### config.mk
export PLATFORM = sky130hd
export DESIGN_NAME = riscv_lsu
export DESIGN_NICKNAME = d
export VERILOG_FILES = /design/src/rtl/riscv_lsu.sv
export SDC_FILE = /design/constraint.sdc
export NUM_CORES = 1
export LEC_CHECK = 0
export ABC_AREA = 1
export CAP_MARGIN = 25
export CORE_ASPECT_RATIO = 2
export CORE_UTILIZATION = 44
export CTS_CLUSTER_DIAMETER = 50
export DETAILED_ROUTE_END_ITERATION = 8
export GPL_TIMING_DRIVEN = 0
export HOLD_SLACK_MARGIN = 0.05
export PLACE_DENSITY = 0.9
export SLEW_MARGIN = 0
export SYNTH_ARGS = -nofsm -noshare
export SYNTH_HDL_FRONTEND = slang
export SYNTH_SLANG_ARGS = --single-unit
### constraint.sdc
create_clock -name clk -period 1.7 [get_ports clk]
set_input_delay 0.34 -clock clk [delete_from_list [all_inputs] [get_ports clk]]
set_output_delay 0.34 -clock clk [all_outputs]
set_load 0.1 [all_outputs]
### src/rtl/riscv_lsu.sv
// riscv_lsu: load/store unit between execute-stage decode outputs and a
// valid/ready data-memory bus. Aligns store data and byte strobes to the
// word lane, issues one request per memory op, and returns sign- or
// zero-extended load data. Stalls the pipeline while an op is in flight.
//
// Optional feature (compile-time macro LSU_TIMEOUT_EN): when defined, a
// 16-bit watchdog aborts a REQ/WAIT that lasts TIMEOUT_CYCLES cycles and
// pulses bus_error; when undefined, bus_error is tied low and waits are
// unbounded.
//
// Ports:
//   clk, rst          core clock, synchronous active-high reset
//   valid/load/store  execute-stage op qualifiers (store wins if both set)
//   fun3, mem_mask    access size/sign and unshifted lane mask
//   addr, wdata       effective address and unshifted store data
//   stall             combinational pipeline hold
//   rd_valid/rd_data  completion pulse and extended load result
//   misaligned        combinational alignment-fault pulse (no bus op)
//   bus_error         timeout abort pulse, coincident with rd_valid
//   mem_*             data-memory request/response bus
module riscv_lsu #(
  parameter int unsigned ADDR_WIDTH     = 32,
  parameter int unsigned TIMEOUT_CYCLES = 255
) (
  input  logic                  clk,
  input  logic                  rst,
  input  logic                  valid,
  input  logic                  load,
  input  logic                  store,
  input  logic [2:0]            fun3,
  input  logic [3:0]            mem_mask,
  input  logic [ADDR_WIDTH-1:0] addr,
  input  logic [31:0]           wdata,
  output logic                  stall,
  output logic                  rd_valid,
  output logic [31:0]           rd_data,
  output logic                  misaligned,
  output logic                  bus_error,
  output logic                  mem_req_valid,
  input  logic                  mem_req_ready,
  output logic                  mem_we,
  output logic [ADDR_WIDTH-1:0] mem_addr,
  output logic [31:0]           mem_wdata,
  output logic [3:0]            mem_wstrb,
  input  logic                  mem_rsp_valid,
  input  logic [31:0]           mem_rdata
);

  localparam int unsigned DATA_W = 32;
  localparam int unsigned CNT_W  = 16;

  localparam logic [2:0] F3_B  = 3'b000;
  localparam logic [2:0] F3_H  = 3'b001;
  localparam logic [2:0] F3_BU = 3'b100;
  localparam logic [2:0] F3_HU = 3'b101;

  typedef enum logic [1:0] {
    ST_IDLE = 2'd0,
    ST_REQ  = 2'd1,
    ST_WAIT = 2'd2,
    ST_DONE = 2'd3
  } state_e;

  state_e                  state_q, state_d;
  logic [1:0]              off_q, off_d;
  logic [2:0]              fun3_q, fun3_d;
  logic                    we_q, we_d;
  logic [ADDR_WIDTH-1:0]   addr_q, addr_d;
  logic [DATA_W-1:0]       wdata_q, wdata_d;
  logic [3:0]              wstrb_q, wstrb_d;
  logic [DATA_W-1:0]       rd_data_q, rd_data_d;
  logic                    bus_err_q, bus_err_d;

  logic                    op_c;
  logic                    misalign_c;
  logic                    accept_c;
  logic                    timeout_c;
  logic [DATA_W-1:0]       shifted_c;
  logic [DATA_W-1:0]       load_ext_c;

  // Request qualification and alignment check
  assign op_c = valid & (load | store);

  always_comb begin
    misalign_c = 1'b0;
    case (fun3)
      F3_B, F3_BU: misalign_c = 1'b0;
      F3_H, F3_HU: misalign_c = addr[0];
      default:     misalign_c = (addr[1:0] != 2'b00);
    endcase
  end

  assign accept_c = (state_q == ST_IDLE) & op_c & ~misalign_c;

  // Load data extraction from the latched byte offset and size
  assign shifted_c = mem_rdata >> {off_q, 3'b000};

  always_comb begin
    load_ext_c = shifted_c;
    case (fun3_q)
      F3_B:    load_ext_c = {{24{shifted_c[7]}}, shifted_c[7:0]};
      F3_BU:   load_ext_c = {24'd0, shifted_c[7:0]};
      F3_H:    load_ext_c = {{16{shifted_c[15]}}, shifted_c[15:0]};
      F3_HU:   load_ext_c = {16'd0, shifted_c[15:0]};
      default: load_ext_c = shifted_c;
    endcase
  end

`ifdef LSU_TIMEOUT_EN
  logic [CNT_W-1:0] cnt_q, cnt_d;

  // Watchdog: cleared on entering REQ, counts every REQ/WAIT cycle
  always_comb begin
    cnt_d = cnt_q;
    if (accept_c) begin
      cnt_d = '0;
    end else if (state_q == ST_REQ || state_q == ST_WAIT) begin
      cnt_d = cnt_q + CNT_W'(1);
    end
  end

  always_ff @(posedge clk) begin
    if (rst) begin
      cnt_q <= '0;
    end else begin
      cnt_q <= cnt_d;
    end
  end

  // Fires on the edge at which the count reaches the limit
  assign timeout_c = (state_q == ST_REQ || state_q == ST_WAIT) &&
                     ((32'(cnt_q) + 32'd1) >= 32'(TIMEOUT_CYCLES));
`else
  logic unused_timeout;
  assign unused_timeout = ^{TIMEOUT_CYCLES, CNT_W};
  assign timeout_c      = 1'b0;
`endif

  // Next-state and datapath latch logic
  always_comb begin
    state_d   = state_q;
    off_d     = off_q;
    fun3_d    = fun3_q;
    we_d      = we_q;
    addr_d    = addr_q;
    wdata_d   = wdata_q;
    wstrb_d   = wstrb_q;
    rd_data_d = rd_data_q;
    bus_err_d = 1'b0;

    case (state_q)
      ST_IDLE: begin
        if (accept_c) begin
          state_d = ST_REQ;
          off_d   = addr[1:0];
          fun3_d  = fun3;
          we_d    = store;
          addr_d  = {addr[ADDR_WIDTH-1:2], 2'b00};
          wdata_d = wdata << {addr[1:0], 3'b000};
          wstrb_d = store ? 4'(mem_mask << addr[1:0]) : 4'b0000;
        end
      end
      ST_REQ: begin
        // A handshake in the abort cycle completes normally; WAIT will time out
        if (mem_req_ready) begin
          state_d = ST_WAIT;
        end else if (timeout_c) begin
          state_d   = ST_DONE;
          bus_err_d = 1'b1;
          rd_data_d = '0;
        end
      end
      ST_WAIT: begin
        // A response in the abort cycle wins over the timeout
        if (mem_rsp_valid) begin
          state_d   = ST_DONE;
          rd_data_d = we_q ? '0 : load_ext_c;
        end else if (timeout_c) begin
          state_d   = ST_DONE;
          bus_err_d = 1'b1;
          rd_data_d = '0;
        end
      end
      ST_DONE: begin
        state_d = ST_IDLE;
      end
      default: begin
        state_d = ST_IDLE;
      end
    endcase
  end

  // State and datapath registers
  always_ff @(posedge clk) begin
    if (rst) begin
      state_q   <= ST_IDLE;
      off_q     <= '0;
      fun3_q    <= '0;
      we_q      <= 1'b0;
      addr_q    <= '0;
      wdata_q   <= '0;
      wstrb_q   <= '0;
      rd_data_q <= '0;
      bus_err_q <= 1'b0;
    end else begin
      state_q   <= state_d;
      off_q     <= off_d;
      fun3_q    <= fun3_d;
      we_q      <= we_d;
      addr_q    <= addr_d;
      wdata_q   <= wdata_d;
      wstrb_q   <= wstrb_d;
      rd_data_q <= rd_data_d;
      bus_err_q <= bus_err_d;
    end
  end

  // Outputs; stall and misaligned react to the same-cycle op, forced low in reset
  assign stall         = ~rst & (accept_c | (state_q == ST_REQ) | (state_q == ST_WAIT));
  assign misaligned    = ~rst & (state_q == ST_IDLE) & op_c & misalign_c;
  assign rd_valid      = (state_q == ST_DONE);
  assign rd_data       = rd_data_q;
  assign bus_error     = bus_err_q;
  assign mem_req_valid = (state_q == ST_REQ);
  assign mem_we        = we_q;
  assign mem_addr      = addr_q;
  assign mem_wdata     = wdata_q;
  assign mem_wstrb     = wstrb_q;

endmodule

==> impl_metrics.ini <==
[power_and_ir_drop]
power_leakage_nw = 3.30
ir_drop_uv = 892
powerDensity_nw_per_um2 = 1280

[status]
status = complete, but fails checks
failed_checks = negative setup slack

[synth]
synth_sequential_area_ratio_pct = 40.3
ys_types = 35
synth_top_area_share_pct = 40.3
synth_seq_cells = 106
netlist_instances = 774
synth.most_common_cell = nand2_1
synth_area_um2 = 5270
synth_area_leader_cell = dfxtp_1
synth_flop_cell = dfxtp_1
yosys_warnings = 0
synth_common_cells = nand2_1, dfxtp_1, nor2_1, a21oi_1, o21ai_0
avgSynthCellArea_um2 = 6.80
async_flop_share_pct = 0
synth_edf_count = 0
synth.area.top_cells = dfxtp_1, nand2_1, nor2_1

[placed_design]
routabilityCongestion = 1.05
dp_hpwl_mm = 14.7
post-place-ws_ns = -1.64
port_buffers = 210

[min_path]
holdPathStages = 4
worstHoldStart = addr[1]
hold_class = in -> reg
holdPathEnd = mem_wstrb[1]

[worst_setup_path]
reg2reg_from = state_q[1]
max_stage_delay_ns = 0.36
crit_family = buffers and inverters
worstSetupStartpointType = flip-flop
r2r_cells = 9
path_max_fanout = 3
crit_buf_inv = 3
cp_cell_sequence = inv_6 > ha_4 > nand2_4 > nor2_4 > nand2_4 > buf_12 > a21oi_4 > buf_12
end_kind = output pin
required_ns = 1.36
cp_slowest_cell = dfxtp_4
r2r_end = rd_data[23]
worstPathArrival_ns = 1.66
r2r_slack_ns = -0.12
path_class = reg -> out

[timing]
final_max_slew_viol_count = 0
tns_ns = -0.890
rsz0062_at_grt = yes
finClkSkew_ns = 0.00634
hold_viol_final = 0
max_freq_mhz = 499
maxSlewHeadroom_pct = 60.5
worst_slew_pin_slew_ns = 0.593
fin_crit_ns = 2.00
period_share_pct = 118
whs_ns = 0.329
setup_viol = 13
setup_slack_ns = -0.304

[route]
routed_wl_mm = 19.4
dr.pass1.iters = 5
viasPerCell = 5.29
drtIter0Drc = 296
drcViolationCount = 0
num_vias = 6121
post_drt_wl_per_cell_um = 16.8
postRouteAntennaNets = 0

[floorplanning]
die-area_um2 = 12400
die_w_um = 79.4
die_y_um = 157
coreArea_um2 = 11700
ios = 216
start_util_pct = 45.0
placementRows = 56

[clock_network]
clock_tree.root_cell = clkbuf_16
cts_sinks = 106
cts_tree = done
clock_path_buffers = 2
numCtsBuffers = 9
cts_hold_buf = 0
clk_latency_ns = 0.35
htree_levels = 3
clk_pin_slew_ns = 0.07

[global_routing]
grt_pass1_wl_mm = 29.1
grt_overflow = 0
grt_pass1_vias = 5843
grt_max_degree = 19
grt_usage_pct = 30.8
grt_antenna_before_repair = 2

[final_layout]
area_growth_pct = 55.8
drive_above_1_share_pct = 21.4
layout.nets = 1120

[run]
maxCapViolations = 0
[flip-flops by register name (all words and copies together), names as in the netlist]
register / flops
mem_wdata: 32
rd_data: 32
mem_addr: 30
mem_wstrb: 4
fun3_q: 3
off_q: 2
state_q: 2
mem_we: 1
[power breakdown]
group	switching (W)	internal (W)
sequential	0.000187	0.00282
combinational	0.00385	0.00143
clock	0.000992	0.00119
total	0.00503	0.00543
[how the worst max path moves through the flow]
stage / to / start / cells past startpoint
5_1_grt: stall / state_q[0] / 8
6_report: stall / state_q[0] / 8
3_3_place_gp: stall / store / 8
3_5_place_dp: stall / store / 8
4_1_cts: stall / state_q[1] / 8
2_1_floorplan: misaligned / addr[1] / 5
[kinds of logic after synthesis]
group | synth area share, %
flip-flops | 40.3
AO/OA/AOI/OAI | 17.4
AND/OR/NAND/NOR | 32.5
other | 0.0712
adder cells (fa/ha/maj) | 1.19
buffers and inverters | 8.51
[metrics by stage]
step                      total power, W  area, µm²  instances  utilization (%)
after floorplan                  0.00687       5370        776                -
after global placement           0.00814       7650       1131             65.4
after detailed placement         0.00820       7650       1131             65.4
after CTS                         0.0104       8170       1153             69.8
after global routing              0.0109       8200       1157             70.1
final                             0.0105       8200       1157             70.1
[worst min-delay path, cell delays in order]
cell and delay, ns:
buf_8 0.10, nor2_2 0.05, nand3b_1 0.08, a21oi_1 0.06
[cell type report]
type | count | area (µm²)
timing repair buffer | 219 | 2290
tap | 145 | 181
inverter | 26 | 115
antenna | 2 | 5.00
clock inverter | 5 | 62.6
clock buffer | 11 | 243
multi-input combinational | 584 | 2790
sequential | 106 | 2130
buffer | 59 | 392
fill | 951 | 3500
[timing repair]
item,CTS,global route
resized for setup,346,14
buffers inserted,7,2
setup endpoints to repair,185,80
pin swaps,6,3
[per-layer routing]
layer | vias to the layer above | GRT usage [%] | part of all wire (%)
met2 | 308 | 58.2 | 54
li1 | 2956 | - | -
met4 | 0 | 19.7 | 5.9
met5 | - | 0 | 0
met3 | 76 | 5.07 | 5.6
met1 | 2781 | 29.9 | 34
[placed cells by master (no fill, tap or decap), types with 5 or more instances in the layout]
cell and instances:
clkdlybuf4s50_1 102, a21oi_2 10, buf_4 26, buf_6 5
o211ai_1 7, clkbuf_1 19, nor2_1 104, buf_2 11
clkbuf_16 9, inv_1 18, a211oi_1 7, nand2_2 12
nand3_1 43, a21oi_1 76, nand2_1 235, dfxtp_1 104
clkdlybuf4s15_2 98, o21ai_0 60, clkbuf_2 5
Note: power is estimated with default switching activity, not from simulation.
